===== src/rtl/pal_cfg_loader.sv =====
// Serial configuration loader for a bank of PAL product-term select masks.
// Assembles one NUM_INPUTS-bit mask per term and writes it with a one-hot strobe.
module pal_cfg_loader #(
    parameter int NUM_INPUTS = 5,
    parameter int NUM_TERMS  = 4
) (
    input  logic                  clk,
    input  logic                  rst_n,
    input  logic                  cfg_start,
    input  logic                  cfg_bit,
    input  logic                  cfg_valid,
    output logic                  cfg_ready,
    output logic [NUM_INPUTS-1:0] term_sel,
    output logic [NUM_TERMS-1:0]  term_wen,
    output logic                  busy,
    output logic                  cfg_done
);

    localparam int BW = $clog2(NUM_INPUTS + 1);
    localparam int TW = (NUM_TERMS > 1) ? $clog2(NUM_TERMS) : 1;

    localparam logic [BW-1:0] BIT_LAST  = BW'(NUM_INPUTS - 1);
    localparam logic [BW-1:0] BIT_ONE   = BW'(1);
    localparam logic [TW-1:0] TERM_LAST = TW'(NUM_TERMS - 1);
    localparam logic [TW-1:0] TERM_ONE  = TW'(1);

    localparam logic [2:0] IDLE   = 3'd0;
    localparam logic [2:0] SHIFT  = 3'd1;
    localparam logic [2:0] SETUP  = 3'd2;
    localparam logic [2:0] STROBE = 3'd3;
    localparam logic [2:0] HOLD   = 3'd4;
    localparam logic [2:0] DONE   = 3'd5;

    logic [2:0]            state_q, state_d;
    logic [BW-1:0]         bit_cnt_q, bit_cnt_d;
    logic [TW-1:0]         term_cnt_q, term_cnt_d;
    logic [NUM_INPUTS-1:0] shift_q, shift_d;
    logic [NUM_TERMS-1:0]  wen_d;
    logic                  accept;

    assign accept = cfg_valid && cfg_ready;

    always_comb begin
        state_d    = state_q;
        bit_cnt_d  = bit_cnt_q;
        term_cnt_d = term_cnt_q;
        shift_d    = shift_q;
        case (state_q)
            IDLE: begin
                if (cfg_start) begin
                    state_d    = SHIFT;
                    bit_cnt_d  = '0;
                    term_cnt_d = '0;
                end
            end
            SHIFT: begin
                if (accept) begin
                    shift_d[bit_cnt_q] = cfg_bit;
                    if (bit_cnt_q == BIT_LAST) begin
                        bit_cnt_d = '0;
                        state_d   = SETUP;
                    end else begin
                        bit_cnt_d = bit_cnt_q + BIT_ONE;
                    end
                end
            end
            SETUP:  state_d = STROBE;
            STROBE: state_d = HOLD;
            HOLD: begin
                if (term_cnt_q == TERM_LAST) begin
                    state_d = DONE;
                end else begin
                    term_cnt_d = term_cnt_q + TERM_ONE;
                    state_d    = SHIFT;
                end
            end
            DONE:    state_d = IDLE;
            default: state_d = IDLE;
        endcase
    end

    always_comb begin
        wen_d = '0;
        if (state_d == STROBE) begin
            wen_d[term_cnt_d] = 1'b1;
        end
    end

    // Outputs are registered from the next state so they line up with the state they describe.
    always_ff @(posedge clk or negedge rst_n) begin
        if (!rst_n) begin
            state_q    <= IDLE;
            bit_cnt_q  <= '0;
            term_cnt_q <= '0;
            shift_q    <= '0;
            term_sel   <= '0;
            term_wen   <= '0;
            cfg_ready  <= 1'b0;
            busy       <= 1'b0;
            cfg_done   <= 1'b0;
        end else begin
            state_q    <= state_d;
            bit_cnt_q  <= bit_cnt_d;
            term_cnt_q <= term_cnt_d;
            shift_q    <= shift_d;
            term_wen   <= wen_d;
            cfg_ready  <= (state_d == SHIFT);
            busy       <= (state_d != IDLE);
            cfg_done   <= (state_d == DONE);
            // Only a complete mask ever reaches the shared sel bus.
            if (state_q == SHIFT && state_d == SETUP) begin
                term_sel <= shift_d;
            end
        end
    end

endmodule


===== config.mk =====
export PLATFORM = sky130hd
export DESIGN_NAME = pal_cfg_loader
export DESIGN_NICKNAME = d
export VERILOG_FILES = /design/src/rtl/pal_cfg_loader.sv
export SDC_FILE = /design/constraint.sdc
export NUM_CORES = 1
export LEC_CHECK = 0
export ABC_AREA = 1
export BUFFER_PORTS_ARGS = -buffer_cell sky130_fd_sc_hd__buf_2
export CAP_MARGIN = 0
export CORE_MARGIN = 2
export CORE_UTILIZATION = 45
export CTS_CLUSTER_DIAMETER = 200
export DETAILED_ROUTE_END_ITERATION = 12
export GPL_TIMING_DRIVEN = 1
export PLACE_DENSITY = 0.65
export SLEW_MARGIN = 20
export SYNTH_ARGS = -nofsm -noshare
export SYNTH_HDL_FRONTEND = slang
export SYNTH_SLANG_ARGS = --single-unit

===== constraint.sdc =====
create_clock -name clk -period 1.9 [get_ports clk]
set_input_delay 0.19 -clock clk [delete_from_list [all_inputs] [get_ports clk]]
set_output_delay 0.19 -clock clk [all_outputs]
set_load 0.005 [all_outputs]

* After elaboration in Yosys (flattened, before gate mapping)
Index checks and enable logic that the tools add are counted.
** Storage, ports and cells
- Bits in registers :: 25
- Latch bits :: 0
- Bits in writable memories :: 0
- Memory bits (read-only) :: 0
- Input port bits :: 5
- Output and inout port bits :: 12
- Logic and storage cells :: 55
- Memories :: 0
** Operators by class
- $add $sub $neg :: 2
- Multipliers :: 0
- Div/mod/pow operators :: 0
- Order comparisons :: 4
- Equal/unequal tests :: 12
- Shift-type cells :: 0
- Muxes and demuxes :: 20
- Bitwise gates (word level) :: 0
- Reduce and logical (&&, ||, !) cells :: 8
** Operators with widths (count)
- 3-bit 2-to-1 mux :: 7
- 3-bit one-hot mux with 5 select lines :: 1
- 3-bit by 2-bit == test with 1-bit output (second input constant) :: 4
- 5-bit 2-to-1 mux :: 2
- 3-bit == test (second input constant) :: 3
- 3-bit by 1-bit == test with 1-bit output (second input constant) :: 2
- 3-bit one-hot mux with 2 select lines :: 1
- 5-bit bitwise mux :: 1
- 1-bit logical AND :: 4
- 3-bit by 4-bit < comparator with 1-bit output (second input constant) :: 1
- 2-bit 2-to-1 mux :: 2
- 4-bit 2-to-1 mux :: 1
- 2-bit inequality test (second input constant) :: 2
- 2-bit one-hot mux with 2 select lines :: 1
- 3-bit by 1-bit adder with 3-bit output (second input constant) :: 1
- 1-bit demux with 3-bit select :: 1
- 3-bit by 1-bit >= comparator with 1-bit output (second input constant) :: 1
- 3-bit zero test :: 1
- 2-bit by 3-bit < comparator with 1-bit output (second input constant) :: 1
- 3-bit AND reduction :: 1
- 3-bit nonzero test :: 1
- 2-bit by 1-bit adder with 2-bit output (second input constant) :: 1
- 1-bit demux with 2-bit select :: 1
- 2-bit == test (second input constant) :: 1
- other kinds (3) :: 4

* Longest topological paths before layout
Gate-level depths: netlist of the first run.
- Depth in word-level cells :: 8
- Mapped depth :: 9
- Mapped depth without buffers :: 9

* Worst setup path after synthesis of the first run
OpenSTA, ideal clock, no wires.
- Kind :: reg-to-reg
- Start :: reg bit_cnt_q[0]
- End :: reg cfg_ready
- Arrival time :: 1.351 ns
- Data required time :: 1.829 ns
- Path slack :: 0.478 ns
- Cell stages (with the launch flop) :: 10
- Path buffers :: 0
- Cells stage by stage :: dfrtp_1 -> clkinv_1 -> ha_1 -> nand2_1 -> nor2_2 -> nand2_4 -> inv_4 -> nor2_4 -> nand2_1 -> nor2_1
** Between the ends
- Word-level cells in the longest chain between the ends :: 5
** Ends and longest elaborated chain
- start: declaration :: line 35 : logic [BW-1:0] bit_cnt_q, bit_cnt_d;
- start signal: assignment :: line 103 : bit_cnt_q <= bit_cnt_d;
- 3-bit == test :: line 59 : if (bit_cnt_q == BIT_LAST) begin
- 3-bit 2-to-1 mux :: line 59
- 3-bit 2-to-1 mux :: line 57 : if (accept) begin
- 3-bit one-hot mux with 5 select lines :: line 48 : case (state_q)
- 3-bit by 1-bit == test with 1-bit output :: line 107 : cfg_ready <= (state_d == SHIFT);
- end signal: assignment :: line 107
- end: declaration :: line 12 : output logic cfg_ready,
Every way passes these cells.
A chain may end at the register's enable or synchronous reset.

* Worst setup path after layout of the first run
Same ends and word-level chain as after synthesis.

==> PnR_summary.wiki, run 1 <==
{| class="wikitable"
! Metric !! Value
|-
| X dimension of the die || 55.6 um
|-
| Transition at the pin with the smallest max-transition slack || 0.545 ns
|-
| RSZ-0062 raised after global routing || false
|-
| Register-to-Register Setup Slack || about 0.28 ns
|-
| Overall via count from detail_route || 859
|-
| CTS buffer count || 3
|-
| Rel. slew slack || 63.7%
|-
| Critical Path RT || 2.17 ns
|-
| Clock tree root buffer cell || sky130_fd_sc_hd__clkbuf_4
|-
| Fraction of registers with async set/reset || between 90% and 100%
|-
| Share of cells above drive strength 1 || 27.3%
|-
| Peak-usage layer in the global routing report || met1
|-
| Post-Synthesis Cell Area || between 1000 and 1500 um2
|-
| Detailed placer's ending HPWL || between 1000 and 1500 um
|-
| Placed cell areas || 1310 um2
|-
| Clock tree from TritonCTS || built
|-
| Layout filler cell count || 232
|-
| I/O Buffers || 16
|-
| Outcome || completed
|-
| Critical path peak fanout || 9
|-
| Reg clk slew, reported paths || about 0.14 ns
|-
| Critical setup path kind || flop to flop
|-
| Setup Fix Bufs, Post-CTS || 0
|-
| Portion of the clock cycle consumed by the worst path in the final layout || 85.1%
|-
| Share of the synthesized area in the top cell type || 52.3%
|-
| Type of element launching the critical path || flop
|-
| Total gr overflow || 0
|-
| Number of clock sinks || 25
|-
| Routing usage on met2 || 21.1%
|-
| Final setup violation count || 0
|-
| Overall global routing resource usage || between 10% and 20%
|-
| Top-count cell post-synth || sky130_fd_sc_hd__nand2_1
|-
| Yosys warnings || 0
|-
| Max Slew Vio Count || 0
|-
| Antenna diodes || 0
|-
| Seq cells post-synth || 25
|-
| First-pass GRT wire length || approximately 3600 um
|-
| Highest attainable clock frequency || 618 MHz
|-
| Setup TNS Final || 0 ns
|-
| Final instance area || 1350 um2
|-
| Commonest cells post-synth || sky130_fd_sc_hd__nand2_1, sky130_fd_sc_hd__dfrtp_1, sky130_fd_sc_hd__inv_1
|-
| Most instantiated flip-flop cell in the synthesis netlist || sky130_fd_sc_hd__dfrtp_1
|-
| Sequential Area || 626 um2
|-
| Max rail drop VDD || 0.771 mV
|-
| Number of I/O pins || 17
|-
| Maximum root-to-sink buffer count || 2
|-
| Post-route ant nets || 0
|-
| Area Overhead vs Synth || 13.0%
|-
| Library cell with the largest summed area after synthesis || sky130_fd_sc_hd__dfrtp_1
|-
| Count of cell types in the netlist || 22
|-
| Routed wire length per instance || 11.0 um
|-
| Worst hold-check path type || input pin to flop
|-
| Global placer's final weighted congestion || around 0.81
|-
| Vias per cell || 4.67
|-
| Total power after layout || between 0.0015 and 0.002 W
|-
| Crit. Startpoint || bit_cnt_q[0]$_DFFE_PN0P_
|-
| Hold violation count in the final report || 0
|-
| Initial antenna violation count || 0
|-
| Cell row count || 18
|-
| Shortest clock period the worst path allows after layout || 1.62 ns
|-
| Cell types occupying the most area after synthesis || sky130_fd_sc_hd__dfrtp_1, sky130_fd_sc_hd__nand2_1, sky130_fd_sc_hd__inv_1, sky130_fd_sc_hd__nand3_1, sky130_fd_sc_hd__nand4_1
|-
| Worst-Skew Late Latency || 0.32 ns
|-
| Met3 track utilization from global routing || 2.81%
|-
| Cell area power density || 1270 nW/um2
|-
| CTS resizes || 0
|-
| DRC violation count after routing || 0
|-
| Met1 capacity usage during global routing || between 20% and 30%
|-
| # Max-Cap Violations || 0
|-
| Hold-fix buffers, CTS || 1
|-
| Number of iterations in the first detailed-routing pass || 4
|-
| Floorplan die area || just over 3000 um2
|-
| Aggregate routed wire length || 2020 um
|-
| Final-layout worst hold slack || 0.226 ns
|-
| Violation count after the first detailed-route iteration || 20
|-
| Capture instance of the worst register-to-register path || cfg_ready$_DFF_PN0_
|-
| Maximum clock skew at final layout || about 0.012 ns
|-
| EDFF count, synth || 0
|-
| Critical register-to-register path startpoint || bit_cnt_q[0]$_DFFE_PN0P_
|-
| Crit. End Element || flop
|-
| Multi-input logic area || 472 um2
|-
| Largest net degree at the start of global routing || 26
|-
| Die H || 55.6 um
|-
| Final net count || around 160
|-
| Syn Inst Count || 133
|-
| Worst Path Arrival || 1.89 ns
|-
| Synthesized net count || 140
|-
| Vias in the first global route || 818
|-
| Post-synthesis average cell area || about 9 um2
|-
| Sequential-to-total area share from yosys stat || between 50% and 60%
|-
| FF-to-FF path depth || 9
|-
| Core Footprint || 2500 um2
|-
| CTS H-Tree Depth || 1
|-
| Leakage dissipation || 0.753 nW
|-
| Initial cell density of the core || 47.8%
|-
| End point of the critical path || cfg_ready$_DFF_PN0_
|}
==> metrics by stage <==
stage / util [%] / std cells / setup slack, ns
global placement: 52.6 / 179 / 0.386
detailed placement: 52.6 / 179 / 0.288
CTS: 54.1 / 184 / 0.276
finish: 54.1 / 184 / 0.283
floorplan: - / 133 / 0.478
global route: 54.1 / 184 / 0.102
==> cells by family after synthesis <==
| kind of cell | synth area share (%) |
|---|---|
| compound gates | 4.29 |
| xor+xnor | 0.732 |
| fa+ha+maj | 2.09 |
| buf+inv | 8.26 |
| flops | 52.3 |
| simple gates | 32.3 |
==> state kept, by name, indices dropped and copies added, names as in the netlist <==
name        flops
cfg_ready       1
term_cnt_q      2
term_sel        5
term_wen        4
cfg_done        1
bit_cnt_q       3
shift_q         5
state_q         3
busy            1
==> per-layer routing <==
layer	part of all wire, %	up-vias
li1	-	459
met1	54	380
met2	41	15
met3	3.4	5
met4	1.7	0
met5	0	-
==> where the power goes <==
| group | internal [W] | switching (W) | leakage, nW |
|---|---|---|---|
| sequential | 0.000693 | 0.000110 | 0.310 |
| combinational | 0.000251 | 0.000426 | 0.425 |
| clock | 0.0000788 | 0.000160 | 0.0177 |
| total | 0.00102 | 0.000696 | 0.753 |
==> cell usage in the layout (no fill, tap or decap), types with 4 or more instances in the layout <==
cell type                 synthesis  final
sky130_fd_sc_hd__nand3_1         13     13
sky130_fd_sc_hd__nand2_2          4      4
sky130_fd_sc_hd__dfrtp_1         25     25
sky130_fd_sc_hd__inv_1           18     18
sky130_fd_sc_hd__nor2_1           9      9
sky130_fd_sc_hd__nand4_1          6      6
sky130_fd_sc_hd__o21ai_0          4      4
sky130_fd_sc_hd__buf_2            0     16
sky130_fd_sc_hd__nand2_1         30     30
==> final cells by class <==
class | instances | area share [%]
sequential | 25 | 46.3
multi-input combinational | 83 | 34.9
timing repair buffer | 17 | 6.67
clock inverter | 1 | 0.370
inverter | 25 | 7.31
tap | 30 | 2.78
clock buffer | 3 | 1.67
==> worst min path at each step <==
stage	slack, ns	depth (start not counted)	end	from
after global placement	0.20	1	term_wen[0]$_DFF_PN0_	rst_n
after detailed placement	0.21	1	term_wen[0]$_DFF_PN0_	rst_n
final	0.23	4	term_cnt_q[0]$_DFF_PN0_	cfg_start
after floorplan	-0.11	0	bit_cnt_q[0]$_DFFE_PN0P_	rst_n
after global routing	0.25	4	term_wen[2]$_DFF_PN0_	cfg_start
after CTS	0.21	4	term_cnt_q[0]$_DFF_PN0_	cfg_start
==> critical path, stage by stage, from the launching register on <==
cell                       delay [ns]
sky130_fd_sc_hd__dfrtp_1         0.46
sky130_fd_sc_hd__clkinv_1        0.25
sky130_fd_sc_hd__ha_1            0.29
sky130_fd_sc_hd__nand2_1         0.10
sky130_fd_sc_hd__nor2_2          0.06
sky130_fd_sc_hd__nand2_4         0.12
sky130_fd_sc_hd__inv_4           0.07
sky130_fd_sc_hd__nor2_4          0.09
sky130_fd_sc_hd__nand2_1         0.06
sky130_fd_sc_hd__nor2_1          0.08
(Power assumes the default switching activity.)
==> run 2: changes to the inputs <==
Clock period 1.9 ns to 1.5 ns, I/O delays scaled along.
==> run 2 against run 1 <==
  * Final cell count increased by 1.1%
  * Maximum frequency increased by 15%
  * Non-clock buffer count up 2
  * Total power up 30%
  * Count of clock-buffer cells in the layout stayed put
  * Largest power group unchanged
==> PnR_summary.wiki, run 2 (same netlist as run 1, synthesis figures left out) <==
{| class="wikitable"
! Metric !! Value
|-
| Transition at the pin with the smallest max-transition slack || 0.536 ns
|-
| Die H || 55.6 um
|-
| Overall global routing resource usage || 14.8%
|-
| Max rail drop VDD || 1.03 mV
|-
| Post-route ant nets || 0
|-
| Family with the most delay on the worst path || simple AND/OR/NAND/NOR gates
|-
| Clock tree from TritonCTS || built
|-
| Pint || 0.00133 W
|-
| X dimension of the die || 55.6 um
|-
| Critical setup path kind || flop to flop
|-
| Total gr overflow || 0
|-
| Final setup violation count || 0
|-
| Combinational share of power || 41.6%
|-
| FF-to-FF path depth || 9
|-
| Reg clk slew, reported paths || 0.15 ns
|-
| I/O Buffers || 16
|-
| Number of buffer and inverter instances along the worst setup path || 2
|-
| Cell count along the critical path || 9
|-
| Multi-input logic area || 477 um2
|-
| Violation count after the first detailed-route iteration || 26
|-
| # Max-Cap Violations || 0
|-
| Routing usage on met2 || 22.8%
|-
| Leading cell type in the layout, fill and taps excluded || sky130_fd_sc_hd__nand2_1
|-
| Worst hold-check path type || input pin to flop
|-
| Met1 capacity usage during global routing || between 20 and 25%
|-
| Net switching fraction of the power || slightly above 40%
|-
| Aggregate routed wire length || 2080 um
|-
| DRC violation count after routing || 0
|-
| Initial antenna violation count || 0
|-
| Setup TNS Final || 0 ns
|-
| Critical path peak fanout || 6
|-
| Final net count || 164
|-
| Peak-usage layer in the global routing report || met2
|-
| Area Overhead vs Synth || 14.9%
|-
| Share of power burned in the clock network || 13.3%
|-
| Antenna diodes || 0
|-
| Leakage dissipation || 0.759 nW
|-
| Vias in the first global route || between 800 and 900
|-
| Maximum clock skew at final layout || 0.0156 ns
|-
| Highest attainable clock frequency || 714 MHz
|-
| Layout filler cell count || 234
|-
| Type of element launching the critical path || flop
|-
| Total power after layout || ~0.0022 W
|-
| Global placer's final weighted congestion || ~0.8
|-
| Worst-path cell chain || inv_1 > ha_1 > nand2_1 > nor2_4 > nand2_4 > inv_4 > nor2_4 > nand2_1 > nor2_1
|-
| Number of I/O pins || 17
|-
| Library cell contributing the largest single delay on the critical path || sky130_fd_sc_hd__dfrtp_1
|-
| Max Slew Vio Count || 0
|-
| Shortest clock period the worst path allows after layout || 1.40 ns
|-
| Worst Path Arrival || roughly 1.6 ns
|-
| Core Footprint || roughly 2500 um2
|-
| CTS buffer count || 3
|-
| Cell row count || 18
|-
| Detailed placer's ending HPWL || 1590 um
|-
| Floorplan die area || 3090 um2
|-
| Clock tree root buffer cell || sky130_fd_sc_hd__clkbuf_4
|-
| Sequential Area || 626 um2
|-
| Number of iterations in the first detailed-routing pass || 4
|-
| Maximum root-to-sink buffer count || 2
|-
| Vias per cell || roughly 4.8
|-
| Worst-Skew Late Latency || 0.31 ns
|-
| Critical Path RT || 1.72 ns
|-
| Portion of the clock cycle consumed by the worst path in the final layout || 93.4%
|-
| Net switching power || 0.000907 W
|-
| Hold Path Cell Cnt || 4
|-
| Rel. slew slack || ~64%
|-
| Crit. End Element || flop
|-
| Met3 track utilization from global routing || 2.81%
|-
| Largest net degree at the start of global routing || 26
|-
| Number of clock sinks || 25
|-
| Cell area power density || 1630 nW/um2
|-
| Overall via count from detail_route || 891
|-
| RSZ-0062 raised after global routing || false
|-
| Initial cell density of the core || 47.8%
|-
| Most frequent cells in the layout || sky130_fd_sc_hd__nand2_1, sky130_fd_sc_hd__dfrtp_1, sky130_fd_sc_hd__inv_1
|-
| Largest registers in the final layout || shift_q x5, term_sel x5, term_wen x4
|-
| Routed wire length per instance || 11.2 um
|-
| Share of cells above drive strength 1 || 28.2%
|-
| Outcome || completed
|-
| Maximum single-stage delay on the critical path || ~0.44 ns
|-
| First-pass GRT wire length || 3710 um
|-
| CTS H-Tree Depth || 1
|-
| Hold violation count in the final report || 0
|-
| Relative contribution of sequential cells to total power || a little under half
|}
[run 2: worst min-delay path: cells and delay by family]
kind | cells | cell delay [ns]
AND/OR/NAND/NOR | 2 | 0.16
AO/OA/AOI/OAI | 1 | 0.07
buffers and inverters | 1 | 0.09
[run 2: final timing paths]
kind	end	from	slack [ns]
max	cfg_ready$_DFF_PN0_	bit_cnt_q[1]$_DFFE_PN0P_	0.1
min	term_cnt_q[0]$_DFF_PN0_	cfg_start	0.21
max reg2reg	cfg_ready$_DFF_PN0_	bit_cnt_q[1]$_DFFE_PN0P_	0.1
min reg2reg	term_sel[3]$_DFFE_PN0P_	term_sel[3]$_DFFE_PN0P_	0.50
max in group asynchronous	term_cnt_q[0]$_DFF_PN0_	rst_n	0.80
min in group asynchronous	bit_cnt_q[1]$_DFFE_PN0P_	rst_n	0.33
[run 2: per-layer routing]
layer,routed length (um),vias to the layer above
li1,-,465
met2,960,20
met4,21,0
met1,1010,404
met5,0,-
met3,91,2
[run 2: final cells by class]
type / count / area share, %
inverter: 25 / 7.19
tap: 30 / 2.73
clock buffer: 3 / 1.64
clock inverter: 1 / 0.546
timing repair buffer: 19 / 7.65
sequential: 25 / 45.5
multi-input combinational: 83 / 34.7
[run 2: repair_timing]
action                                 4_1_cts  5_1_grt
hold buffers                                 1        0
setup endpoints to repair                    0        1
gates resized for setup                      0        1
setup buffers                                0        0
endpoints found under the hold margin       25        0
[run 2: power groups by stage]
stage	logic [W]	clock network, W	registers [W]
floorplan	0.000636	0	0.00102
global placement	0.000914	0	0.00101
detailed placement	0.000927	0	0.00102
CTS	0.000933	0.000319	0.00101
global route	0.00106	0.000352	0.00103
finish	0.000929	0.000298	0.00101
[run 2: metrics by stage]
| stage | hold WS, ns | util [%] | instances | worst slack [ns] | cell area (um2) |
|---|---|---|---|---|---|
| finish | 0.212 | 55.0 | 186 | 0.0987 | 1370 |
| global route | 0.208 | 55.0 | 186 | 0.000662 | 1370 |
| CTS | 0.197 | 54.8 | 186 | 0.0702 | 1370 |
| detailed placement | 0.170 | 53.2 | 181 | 0.0889 | 1330 |
| global placement | 0.160 | 53.2 | 181 | 0.170 | 1330 |
| floorplan | -0.146 | - | 133 | 0.0782 | 1200 |
==> run 3: changes to the inputs <==
Settings changed: PLACE_DENSITY 0.65 to 0.69.
==> run 3 against run 2 <==
  * Combinational power up 1%
  * Via count up 1.3%
  * Highest routed layer unchanged
  * Clock power about the same
  * Critical endpoint unchanged
  * Sequential share of layout area up 0.12 points
  * Die area unchanged
  * Critical path type unchanged
  * Setup slack worse by 0.0087 ns
  * Final cell count unchanged
  * Clock skew down 0.0072 ns
==> PnR_summary.wiki, run 3 (same netlist as run 1, synthesis figures left out) <==
{| class="wikitable"
! Metric !! Value
|-
| Global placer's final weighted congestion || 0.840
|-
| Worst Path Arrival || 1.62 ns
|-
| Initial cell density of the core || 47.8%
|-
| Leading cell type in the layout, fill and taps excluded || sky130_fd_sc_hd__nand2_1
|-
| Share of power burned in the clock network || 13.2%
|-
| FF-to-FF path depth || 9
|-
| Outcome || completed
|-
| Layout filler cell count || 230
|-
| Cell row count || 18
|-
| Die H || approximately 56 um
|-
| Vias in the first global route || 932
|-
| Area Overhead vs Synth || 14.5%
|-
| Violation count after the first detailed-route iteration || 13
|-
| Reg clk slew, reported paths || 0.13 ns
|-
| First-pass GRT wire length || 4060 um
|-
| Setup TNS Final || 0 ns
|-
| Max Slew Vio Count || 0
|-
| Cell area power density || about 1600 nW/um2
|-
| Aggregate routed wire length || between 2000 and 2500 um
|-
| # Max-Cap Violations || 0
|-
| Antenna diodes || 0
|-
| Overall global routing resource usage || 16.4%
|-
| Rel. slew slack || 62.7%
|-
| Max rail drop VDD || 0.964 mV
|-
| Number of clock sinks || 25
|-
| Largest net degree at the start of global routing || 26
|-
| Critical register-to-register path startpoint || bit_cnt_q[1]$_DFFE_PN0P_
|-
| Net switching power || 0.000907 W
|-
| Type of element launching the critical path || flop
|-
| Post-route ant nets || 0
|-
| Maximum root-to-sink buffer count || 2
|-
| Clock tree root buffer cell || sky130_fd_sc_hd__clkbuf_4
|-
| Maximum clock skew at final layout || roughly 0.0084 ns
|-
| Critical Path RT || between 1.5 and 2 ns
|-
| Critical setup path kind || flop to flop
|-
| Crit. Startpoint || bit_cnt_q[1]$_DFFE_PN0P_
|-
| Clock tree from TritonCTS || built
|-
| Floorplan die area || 3090 um2
|-
| X dimension of the die || around 56 um
|-
| Net switching fraction of the power || 40.5%
|-
| Pint || 0.00133 W
|-
| Core Footprint || 2500 um2
|-
| Shortest clock period the worst path allows after layout || 1.41 ns
|-
| Detailed placer's ending HPWL || 1650 um
|-
| Overall via count from detail_route || 903
|-
| Number of I/O pins || 17
|-
| Relative contribution of sequential cells to total power || 44.9%
|-
| Initial antenna violation count || 0
|-
| Crit. End Element || flop
|-
| RSZ-0062 raised after global routing || false
|-
| Setup Fix Bufs, Post-CTS || 0
|-
| Register-to-Register Setup Slack || about 0.090 ns
|-
| Worst hold-check path type || input pin to flop
|-
| Total power after layout || 0.00224 W
|-
| Number of iterations in the first detailed-routing pass || 4
|-
| I/O Buffers || 16
|-
| Critical path peak fanout || 6
|-
| Largest registers in the final layout || shift_q x5, term_sel x5, term_wen x4
|-
| DRC violation count after routing || 0
|-
| Total gr overflow || 0
|-
| Worst-Skew Late Latency || 0.31 ns
|-
| Hold violation count in the final report || 0
|-
| CTS H-Tree Depth || 1
|-
| Combinational share of power || 41.9%
|-
| Maximum single-stage delay on the critical path || 0.43 ns
|-
| Library cell contributing the largest single delay on the critical path || sky130_fd_sc_hd__dfrtp_1
|-
| Leakage dissipation || 0.760 nW
|-
| Hold Path Cell Cnt || 4
|-
| Highest attainable clock frequency || 709 MHz
|-
| End point of the critical path || cfg_ready$_DFF_PN0_
|-
| Transition at the pin with the smallest max-transition slack || 0.559 ns
|-
| Most frequent cells in the layout || sky130_fd_sc_hd__nand2_1, sky130_fd_sc_hd__dfrtp_1, sky130_fd_sc_hd__inv_1
|-
| Vias per cell || approximately 4.9
|-
| Share of cells above drive strength 1 || 27.6%
|-
| Final net count || 164
|-
| Capture instance of the worst register-to-register path || cfg_ready$_DFF_PN0_
|-
| Routed wire length per instance || 11.5 um
|-
| Portion of the clock cycle consumed by the worst path in the final layout || 94.0%
|-
| Final setup violation count || 0
|-
| Worst-path cell chain || inv_1 > ha_1 > nand2_1 > nor2_4 > nand2_4 > inv_4 > nor2_4 > nand2_1 > nor2_1
|-
| CTS buffer count || 3
|}
==> run 3: cell count changes in the layout (fill, tap and decap cells not counted), sizes merged <==
cell,previous run,this run
clkinvlp,1,0
clkbuf,3,4
==> run 3: how the worst min path moves through the flow <==
stage / from / to / slack [ns]
6_report: cfg_start / term_cnt_q[0]$_DFF_PN0_ / 0.19
5_1_grt: cfg_start / term_cnt_q[0]$_DFF_PN0_ / 0.23
4_1_cts: cfg_start / term_cnt_q[0]$_DFF_PN0_ / 0.19
3_5_place_dp: rst_n / state_q[0]$_DFF_PN0_ / 0.18
3_3_place_gp: rst_n / state_q[2]$_DFF_PN0_ / 0.16
2_1_floorplan: rst_n / bit_cnt_q[0]$_DFFE_PN0P_ / -0.15
==> run 3: metal layers <==
layer	vias to the layer above	share of wire, %	global-route usage [%]	wire length (um)
met4	0	1.1	4.88	24
met1	406	48	22.0	1030
li1	466	-	-	-
met5	-	0	0	0
met3	4	5.7	3.04	122
met2	27	45	26.9	961
==> run 3: power by group through the flow <==
stage,clock [W],combinational [W],sequential (W)
floorplan,0,0.000636,0.00102
global placement,0,0.000913,0.00102
detailed placement,0,0.000938,0.00102
CTS,0.000307,0.000946,0.00101
global route,0.000335,0.00109,0.00103
finish,0.000296,0.000938,0.00101
==> run 3: what timing repair did <==
item,4_1_cts,5_1_grt
hold buffers,1,0
hold endpoints to repair,25,0
endpoints found under the setup margin,0,2
gates resized for setup,0,1
==> run 3: cell type report <==
type                            count  area, um2  area share [%]
Sequential cell                    25        626            45.7
Tap cell                           30       37.5            2.74
Clock buffer                        4       26.3            1.92
Timing Repair Buffer               19        105            7.67
Inverter                           25       98.8            7.21
Multi-Input combinational cell     83        477            34.8
==> run 3: critical path: cells and delay by family, from the launching register on <==
kind | cells | cell delay [ns]
adder cells (fa/ha/maj) | 1 | 0.17
buffers and inverters | 2 | 0.21
flip-flops | 1 | 0.43
AND/OR/NAND/NOR | 6 | 0.49
==> run 3: stage by stage <==
stage	instances	hold WS [ns]	utilization, %	area, um2	setup WS, ns
floorplan	133	-0.146	-	1200	0.0782
global placement	181	0.163	53.2	1330	0.174
detailed placement	181	0.182	53.2	1330	0.0883
CTS	186	0.188	54.6	1370	0.0673
global route	186	0.233	54.8	1370	0.0162
finish	186	0.191	54.8	1370	0.0899
